## src/rtl/rf_alu_pkg.sv

```systemverilog
// Shared types and constants for the RF/ALU sequencer: state encoding,
// ALUOp classes and R-type instruction field positions.
package rf_alu_pkg;

  typedef enum logic [2:0] {
    IDLE = 3'd0,
    READ = 3'd1,
    EXEC = 3'd2,
    WB   = 3'd3,
    DONE = 3'd4
  } seq_state_t;

  localparam logic [1:0] ALUOP_MEM   = 2'b00;
  localparam logic [1:0] ALUOP_BEQ   = 2'b01;
  localparam logic [1:0] ALUOP_RTYPE = 2'b10;

  localparam logic [5:0] OP_RTYPE = 6'h00;

  localparam int OP_MSB    = 31;
  localparam int OP_LSB    = 26;
  localparam int RS_MSB    = 25;
  localparam int RS_LSB    = 21;
  localparam int RT_MSB    = 20;
  localparam int RT_LSB    = 16;
  localparam int RD_MSB    = 15;
  localparam int RD_LSB    = 11;
  localparam int FUNCT_MSB = 5;
  localparam int FUNCT_LSB = 0;

  // 5-bit instruction register fields address a 6-bit register space
  function automatic logic [5:0] zext_reg(input logic [4:0] field);
    return {1'b0, field};
  endfunction

endpackage

```

## src/rtl/rf_alu_seq_decode.sv

```systemverilog
// Combinational R-type decoder: register addresses, funct, ALU class,
// illegal-opcode flag and write-back qualifier.
module rf_alu_seq_decode
  import rf_alu_pkg::*;
(
  input  logic [31:0] instr,
  output logic [5:0]  read1,
  output logic [5:0]  read2,
  output logic [5:0]  write_reg,
  output logic [5:0]  func_code,
  output logic [1:0]  alu_op,
  output logic        illegal,
  output logic        write_en
);

  logic [5:0] op_s;
  logic [4:0] rs_s;
  logic [4:0] rt_s;
  logic [4:0] rd_s;
  logic       unused_shamt_s;

  assign op_s = instr[OP_MSB:OP_LSB];
  assign rs_s = instr[RS_MSB:RS_LSB];
  assign rt_s = instr[RT_MSB:RT_LSB];
  assign rd_s = instr[RD_MSB:RD_LSB];
  assign unused_shamt_s = ^instr[10:6];

  // Field extraction, ALU class selection and write-back qualification
  always_comb begin
    read1     = zext_reg(rs_s);
    read2     = zext_reg(rt_s);
    write_reg = zext_reg(rd_s);
    func_code = instr[FUNCT_MSB:FUNCT_LSB];
    alu_op    = ALUOP_MEM;
    illegal   = 1'b0;
    write_en  = 1'b0;
    if (op_s == OP_RTYPE) begin
      alu_op   = ALUOP_RTYPE;
      illegal  = 1'b0;
      // register 0 is read-only, so a write to it is dropped
      write_en = (rd_s != 5'd0);
    end else begin
      alu_op   = ALUOP_MEM;
      illegal  = 1'b1;
      write_en = 1'b0;
    end
  end

endmodule

```

## src/rtl/rf_alu_sequencer.sv

```systemverilog
// Five-state initiator driving the RF/ALU datapath for one R-type instruction
// per handshake. Optional counters enabled by macro RF_ALU_SEQ_PERF_EN.
module rf_alu_sequencer
  import rf_alu_pkg::*;
(
  input  logic        clock,
  input  logic        reset_n,
  input  logic        instr_valid,
  input  logic [31:0] instr,
  output logic        instr_ready,
  output logic [5:0]  Read1,
  output logic [5:0]  Read2,
  output logic [5:0]  FuncCode,
  output logic [1:0]  ALUOp,
  input  logic [31:0] ALUOut,
  input  logic        Zero,
  output logic [5:0]  WriteReg,
  output logic [31:0] WriteData,
  output logic        RegWrite,
  output logic        done,
  output logic [31:0] result,
  output logic        zero_flag,
  output logic        illegal
`ifdef RF_ALU_SEQ_PERF_EN
  ,
  output logic [15:0] retired,
  output logic [7:0]  illegal_cnt
`endif
);

  seq_state_t state_r;
  logic       handshake_s;
  logic [5:0] dec_read1_s;
  logic [5:0] dec_read2_s;
  logic [5:0] dec_write_reg_s;
  logic [5:0] dec_func_code_s;
  logic [1:0] dec_alu_op_s;
  logic       dec_illegal_s;
  logic       dec_write_en_s;
  logic       write_en_r;
  logic       illegal_op_r;
  logic       regwrite_r;

  assign handshake_s = instr_valid && instr_ready;

  rf_alu_seq_decode u_decode (
    .instr     (instr),
    .read1     (dec_read1_s),
    .read2     (dec_read2_s),
    .write_reg (dec_write_reg_s),
    .func_code (dec_func_code_s),
    .alu_op    (dec_alu_op_s),
    .illegal   (dec_illegal_s),
    .write_en  (dec_write_en_s)
  );

  // Reset must also kill a strobe already in flight during WB
  assign RegWrite = regwrite_r & reset_n;

  // Sequencer FSM; the decoded fields registered at the handshake form the instruction latch
  always_ff @(posedge clock) begin
    if (!reset_n) begin
      state_r      <= IDLE;
      instr_ready  <= 1'b1;
      Read1        <= 6'd0;
      Read2        <= 6'd0;
      FuncCode     <= 6'd0;
      ALUOp        <= 2'b00;
      WriteReg     <= 6'd0;
      WriteData    <= 32'd0;
      regwrite_r   <= 1'b0;
      done         <= 1'b0;
      result       <= 32'd0;
      zero_flag    <= 1'b0;
      illegal      <= 1'b0;
      write_en_r   <= 1'b0;
      illegal_op_r <= 1'b0;
    end else begin
      case (state_r)
        IDLE: begin
          if (handshake_s) begin
            Read1        <= dec_read1_s;
            Read2        <= dec_read2_s;
            FuncCode     <= dec_func_code_s;
            ALUOp        <= dec_alu_op_s;
            WriteReg     <= dec_write_reg_s;
            write_en_r   <= dec_write_en_s;
            illegal_op_r <= dec_illegal_s;
            instr_ready  <= 1'b0;
            state_r      <= READ;
          end
        end
        READ: begin
          state_r <= EXEC;
        end
        EXEC: begin
          result     <= ALUOut;
          zero_flag  <= Zero;
          WriteData  <= ALUOut;
          regwrite_r <= write_en_r;
          state_r    <= WB;
        end
        WB: begin
          regwrite_r <= 1'b0;
          done       <= 1'b1;
          illegal    <= illegal_op_r;
          state_r    <= DONE;
        end
        DONE: begin
          done        <= 1'b0;
          illegal     <= 1'b0;
          instr_ready <= 1'b1;
          state_r     <= IDLE;
        end
        default: begin
          regwrite_r  <= 1'b0;
          done        <= 1'b0;
          illegal     <= 1'b0;
          instr_ready <= 1'b1;
          state_r     <= IDLE;
        end
      endcase
    end
  end

`ifdef RF_ALU_SEQ_PERF_EN
  // Retirement and illegal-opcode counters, both advanced while in DONE
  always_ff @(posedge clock) begin
    if (!reset_n) begin
      retired     <= 16'd0;
      illegal_cnt <= 8'd0;
    end else if (state_r == DONE) begin
      retired <= retired + 16'd1;
      if (illegal && (illegal_cnt != 8'hFF)) begin
        illegal_cnt <= illegal_cnt + 8'd1;
      end
    end
  end
`endif

endmodule

```

## config.mk

```make
export PLATFORM = sky130hd
export DESIGN_NAME = rf_alu_sequencer
export DESIGN_NICKNAME = d
export VERILOG_FILES = /design/src/rtl/rf_alu_pkg.sv /design/src/rtl/rf_alu_seq_decode.sv /design/src/rtl/rf_alu_sequencer.sv
export SDC_FILE = /design/constraint.sdc
export NUM_CORES = 1
export LEC_CHECK = 0
export CORE_MARGIN = 2
export CORE_UTILIZATION = 37
export CTS_CLUSTER_DIAMETER = 60
export DETAILED_ROUTE_END_ITERATION = 7
export PLACE_DENSITY_LB_ADDON = 0.2
export SLEW_MARGIN = 0
export SYNTH_ARGS = -nofsm -noshare
export SYNTH_HDL_FRONTEND = slang
export SYNTH_SLANG_ARGS = --single-unit
```

## constraint.sdc

```tcl
create_clock -name clock -period 1.8 [get_ports clock]
set_clock_uncertainty 0.2 [all_clocks]
set_input_delay 0.27 -clock clock [delete_from_list [all_inputs] [get_ports clock]]
set_output_delay 0.27 -clock clock [all_outputs]
set_load 0.05 [all_outputs]
```

==> impl_metrics.env, run 1 <==
export IMPL_drt_iter0_markers=58
export IMPL_critPathMaxFanout=3
export IMPL_die_h_um=89.2
export IMPL_cp_arrival_ns=1.14
export IMPL_post_dp_cell_area_um2=3850
export IMPL_dieArea_um2=7960
export IMPL_leakage_nw=1.66
export IMPL_nets=511
export IMPL_worstPathCellList="clkdlybuf4s50_1 -> and2_1 -> buf_12"
export IMPL_ys_flop_type="dfxtp_1"
export IMPL_status="complete, no violations"
export IMPL_final_common_cell="buf_4"
export IMPL_synth_edff_count=0
export IMPL_cts_resized=0
export IMPL_grt_max_degree=34
export IMPL_final_cell_mix="buf_4, nand2_1, dfxtp_1, clkdlybuf4s50_1, a21oi_1"
export IMPL_r2r_cells=3
export IMPL_synth_cells=325
export IMPL_fillers=689
export IMPL_finalInstanceArea_um2=4030
export IMPL_syn2layout_area_growth_pct=49.8
export IMPL_yosysWarningCount=0
export IMPL_fin_ws_ns=0.190
export IMPL_powerDensity_nw_per_um2=1050
export IMPL_yosys_register_bits=64
export IMPL_routed_wirelength_mm=6.83
export IMPL_rsz0062_at_grt="false"
export IMPL_post_cts_buffers=0
export IMPL_ctsHtreeMaxLevel=3
export IMPL_worst_ep_required_time_ns=1.33
export IMPL_clk_latency_ns=0.33
export IMPL_crit_cells=3
export IMPL_clock_fmax_mhz=621
export IMPL_wl_per_cell_um=12.5
export IMPL_cts_tree="done"
export IMPL_antenna_found_initial=0
export IMPL_setup_viol=0
export IMPL_end_kind="output pin"
export IMPL_finalHoldViolations=0
export IMPL_holdWs_ns=0.256
export IMPL_critical_path_class="in -> out"
export IMPL_peakVddDrop_v=0.000415
export IMPL_ant_nets=0
export IMPL_hold_path_class="reg -> reg"
export IMPL_crit_family="buffers and inverters"
export IMPL_cts_sinks=64
export IMPL_netlist_area_um2=2690
export IMPL_vias=2545
export IMPL_num_rows=31
export IMPL_fin_crit_ns=1.61
export IMPL_hold_buffers=0
export IMPL_synth_async_reset_ratio=0
export IMPL_ys_types=27
export IMPL_grt_pass1_vias=2329
export IMPL_crit_path_max_incr_delay_ns=0.53
export IMPL_antenna_cells=0
export IMPL_ys_seq_area_frac=0.477
export IMPL_clockRootBuffer="clkbuf_8"
export IMPL_final_max_slew_viol_count=0
export IMPL_vias_per_cell=4.67
export IMPL_port_buffers=153
export IMPL_drc_errors=0
export IMPL_cap_violations=0
export IMPL_grt_overflow_total=0
export IMPL_cp_num_buf_inv=2
export IMPL_min_path_cells=2
export IMPL_start_util=0.377
export IMPL_drive_gt1_frac=0.269
export IMPL_syn_avg_cell_area_um2=8.27
export IMPL_cpMaxStageDelayCell="clkdlybuf4s50_1"
export IMPL_finalWeightedCongestion=0.719
export IMPL_dp_slack_ns=-0.0223
export IMPL_fin_crit_sh=0.894
export IMPL_die_w_um=89.2
export IMPL_first_pass_iters=4
export IMPL_clk_pin_slew_ns=0.07
export IMPL_grt_pass1_wl_mm=10.3
export IMPL_cp_start_kind="primary input"
export IMPL_clock_path_buffers=2
export IMPL_core_um2=7140
export IMPL_ios=163
export IMPL_cts_buffers=9
export IMPL_grtUsageTotal=0.167
export IMPL_hpwlAfterDp_mm=4.82
export IMPL_finalSetupTns_ns=0
power by group:
part	internal (mW)	switching, mW	leakage, nW
Sequential	1.54	0.0923	0.521
Combinational	0.514	0.970	1.05
Clock	0.619	0.512	0.0880
cells by family after synthesis:
group,Yosys count,share of synthesized area
xor+xnor,1,0.00326
flops,64,0.477
other cells,1,0.00139
compound gates,84,0.160
simple gates,113,0.195
buf+inv,62,0.164
registers in the layout, summed over array words and instances, names as in the netlist:
signal,flops
FuncCode,6
write_en_r,1
illegal,1
ALUOp,1
instr_ready,1
Read2,5
WriteReg,5
regwrite_r,1
done,1
illegal_op_r,1
result,32
zero_flag,1
state_r,3
Read1,5
path summary, 6_finish.rpt:
| check | end | from | slack, ns |
|---|---|---|---|
| max | RegWrite | reset_n | 0.19 |
| min | regwrite_r | write_en_r | 0.26 |
| max reg2reg | result[27] | state_r[0] | 0.22 |
| min reg2reg | regwrite_r | write_en_r | 0.26 |
layer usage:
layer	GRT usage	wire [µm]
met4	0.0841	78
met3	0.0508	614
met1	0.197	2970
met5	0	0
met2	0.276	3170
worst min-delay path, delay by kind of cell (launching register included):
kind | cells | cell delay [ns]
simple gates | 1 | 0.05
compound gates | 1 | 0.05
flops | 1 | 0.31
cell usage after synthesis (2+ instances only):
cell      count  area [µm²]
buf_2         7        35.0
o21ai_1       3        15.0
nor2_1        7        26.3
buf_8         3        45.0
dfxtp_1      64        1280
nand3_1      24         120
nand2_1      72         270
nor4_1        2        12.5
a21oi_1      59         295
o21ai_0      20         100
clkbuf_1      8        30.0
buf_6         3        33.8
inv_1         2        7.51
buf_4        38         285
metrics by stage:
| step | util | instances | total power [mW] |
|---|---|---|---|
| 6_report | 0.564 | 545 | 4.25 |
| 4_1_cts | 0.564 | 545 | 4.31 |
| 2_1_floorplan | - | 328 | 2.73 |
| 3_3_place_gp | 0.540 | 531 | 3.15 |
| 5_1_grt | 0.564 | 545 | 4.46 |
| 3_5_place_dp | 0.540 | 531 | 3.16 |
area by class of cell:
class                      instances  area [µm²]  area share
clock buffer                      10         128      0.0317
multi-input combinational        202         978       0.243
clock inverter                     4        47.5      0.0118
sequential                        64        1280       0.318
inverter                           2        7.51     0.00186
tap                               99         124      0.0308
timing repair buffer             164        1460       0.363
Note: power is estimated with default switching activity, not from simulation.
==> run 2, diff against run 1 <==
--- a/config.mk
+++ b/config.mk
@@ -10,7 +10,7 @@
 export CTS_CLUSTER_DIAMETER = 60
 export DETAILED_ROUTE_END_ITERATION = 7
 export PLACE_DENSITY_LB_ADDON = 0.2
-export SLEW_MARGIN = 0
+export SLEW_MARGIN = 20
 export SYNTH_ARGS = -nofsm -noshare
 export SYNTH_HDL_FRONTEND = slang
 export SYNTH_SLANG_ARGS = --single-unit
==> results of run 2 <==
Same layout as run 1: the final DEF is identical, and so are final timing and power.
==> edit, RTL diff (settings of run 1) <==
The 5 states of `seq_state_t` get a one-hot encoding in 5 bits.
--- a/src/rtl/rf_alu_pkg.sv
+++ b/src/rtl/rf_alu_pkg.sv
@@ -4,8 +4,8 @@
 
-  typedef enum logic [2:0] {
-    IDLE = 3'd0,
-    READ = 3'd1,
-    EXEC = 3'd2,
-    WB   = 3'd3,
-    DONE = 3'd4
+  typedef enum logic [4:0] {
+    IDLE = 5'b00001,
+    READ = 5'b00010,
+    EXEC = 5'b00100,
+    WB   = 5'b01000,
+    DONE = 5'b10000
   } seq_state_t;
Formal check against the unedited RTL: no difference found for any inputs over 10 cycles, from zero or initial values and one cycle with reset_n low; not proved beyond that.
==> edit against run 1 <==
Wire length rose by 18%. Sequential cell count grew 2. Largest power group unchanged. Combinational power decreased by 28%. Worst setup slack lost 83 ps. Design area increased by 14%. First-iteration DRC count increased by 36%. Final cell count grew 4.6%. Total power decreased by 5.2%. Area after synthesis up 19%.
==> edit: results (changes against run 1) <==
[clock_network]
cts_buffers = 9  ; unchanged
clkLatencyLatePin_ps = 330  ; about the same
clkTransAtPathRegs_ps = 70  ; about the same
cts_setup_buffers = 0  ; unchanged
cts-root-buf = clkbuf_8
clockBufferDepth = 2  ; unchanged
h-tree-depth = 3  ; unchanged

[place]
dp.cells = 554  ; +4.3%
place_area_um2 = 4370  ; +13%
dp_slack_ps = -2.04  ; +20.2 ps
port_buffers = 153  ; unchanged
gp_congestion = 0.788  ; +9.5%
dp_hpwl_mm = 5.55  ; +15%

[routing]
first_pass_iters = 4  ; unchanged
via_count = 2825  ; +11%
drt_iter0_markers = 79  ; +36%
drt-wirelength-per-cell_um = 14.2  ; +13%

[yosys]
synthXorXnorAreaFrac_pct = 0.819  ; +0.49 points
synth_ff_type = dfxtp_1
synth_edf_count = 0  ; unchanged
ys_top_cells_by_count = 66 x dfxtp_1, 38 x buf_4, 35 x and3_1
ys_seq_area_share_pct = 41.2  ; -6.5 points
synthMuxAreaShare_pct = 0  ; unchanged
syn_inst = 347  ; +6.8%
yosysWarningCount = 0  ; unchanged
synth_fa_ha_area_share_pct = 0  ; unchanged
synthTopCellsByArea = dfxtp_1 41%, buf_4 8.9%, o21a_1 7.7%, a21boi_1 7.0%, and3_1 6.8%
synthArstFlopShare_pct = 0  ; unchanged
synth_cell_type_count = 37  ; +37%
synth_compound_area_share_pct = 27.7  ; +12 points

[grt]
grt_pass1_vias = 2595  ; +11%
track_usage_pct = 16.4  ; -0.29 points
grt_first_pass_wirelength_mm = 12.8  ; +24%
antenna_found_initial = 0  ; unchanged
grt_max_degree = 69  ; +100%

[final_layout]
fillers = 778  ; +13%
area_growth_syn_to_layout_pct = 43.1
drive_gt1_share_pct = 28.4  ; +1.5 points
nets = 528  ; +3.3%
n_antenna_cell = 0  ; unchanged
layoutNonFillerInstCount = 570  ; +4.6%
top_regs = result (32), FuncCode (6)

[setup_path]
cp_slowest_cell = or4_4
cpPeakStageDelay_ps = 700  ; +170 ps
cp_max_fo = 23  ; +20
worst_ep_arrival_time_ps = 1710  ; +570 ps
crit_family = simple AND/OR/NAND/NOR gates

[pwr]
p_switching_w = 0.00127  ; -19%
p_leak_nw = 2.09  ; +26%
powerDensity_nw_per_um2 = 877  ; -17%
irDropWorstVdd_mv = 0.651  ; +57%

[min_path]
hp-class = primary input to register

[status]
status = finished, final reports clean

-- edit: cell count changes after synthesis, moves of 9 or more --
cell             run 1  this run
nand2_1             72         4
and3_1               0        35
o21ai_1              3        18
a21boi_1             0        30
clkbuf_1             8        17
o21ai_0             20         7
a21boi_0             0        25
a21oi_1             59         0
o21a_1               0        33
-- edit: timing repair --
| item | 4_1_cts | 5_1_grt |
|---|---|---|
| hold buffers | 0 | 0 |
| resized for setup | 0 | 0 |
| endpoints found under the setup margin | 0 | 1 |
-- edit: final cells by class --
| cell class | instances | share of cell area (%) |
|---|---|---|
| Tap cell | 105 | 2.86 |
| Multi-Input combinational cell | 213 | 31.4 |
| Clock inverter | 3 | 0.981 |
| Sequential cell | 66 | 28.8 |
| Timing Repair Buffer | 169 | 32.0 |
| Clock buffer | 13 | 3.90 |
| Inverter | 1 | 0.0818 |
-- edit: power groups by stage --
stage / clock, W / combinational [W] / sequential [W]
2_1_floorplan: 0 / 0.000469 / 0.00187
3_3_place_gp: 0 / 0.00106 / 0.00164
3_5_place_dp: 0 / 0.00107 / 0.00164
4_1_cts: 0.00139 / 0.00108 / 0.00161
5_1_grt: 0.00145 / 0.00114 / 0.00162
6_report: 0.00135 / 0.00107 / 0.00161
-- edit: final timing paths --
kind / slack, ps / startpoint / to / cells after the start
hold / removal: 100 / reset_n / state_r[2] / 2
setup reg to reg: 110 / state_r[1] / FuncCode[0] / 3
hold reg to reg: 270 / Read2[0] / Read2[0] / 2
setup / recovery: 110 / state_r[1] / FuncCode[0] / 3
-- edit: metal layers --
layer | vias to the layer above | track usage (%) | part of all wire, %
met5 | - | 0 | 0
li1 | 1425 | - | -
met2 | 74 | 28.0 | 49
met3 | 7 | 3.38 | 4.3
met4 | 0 | 6.83 | 1.2
met1 | 1319 | 20.2 | 46
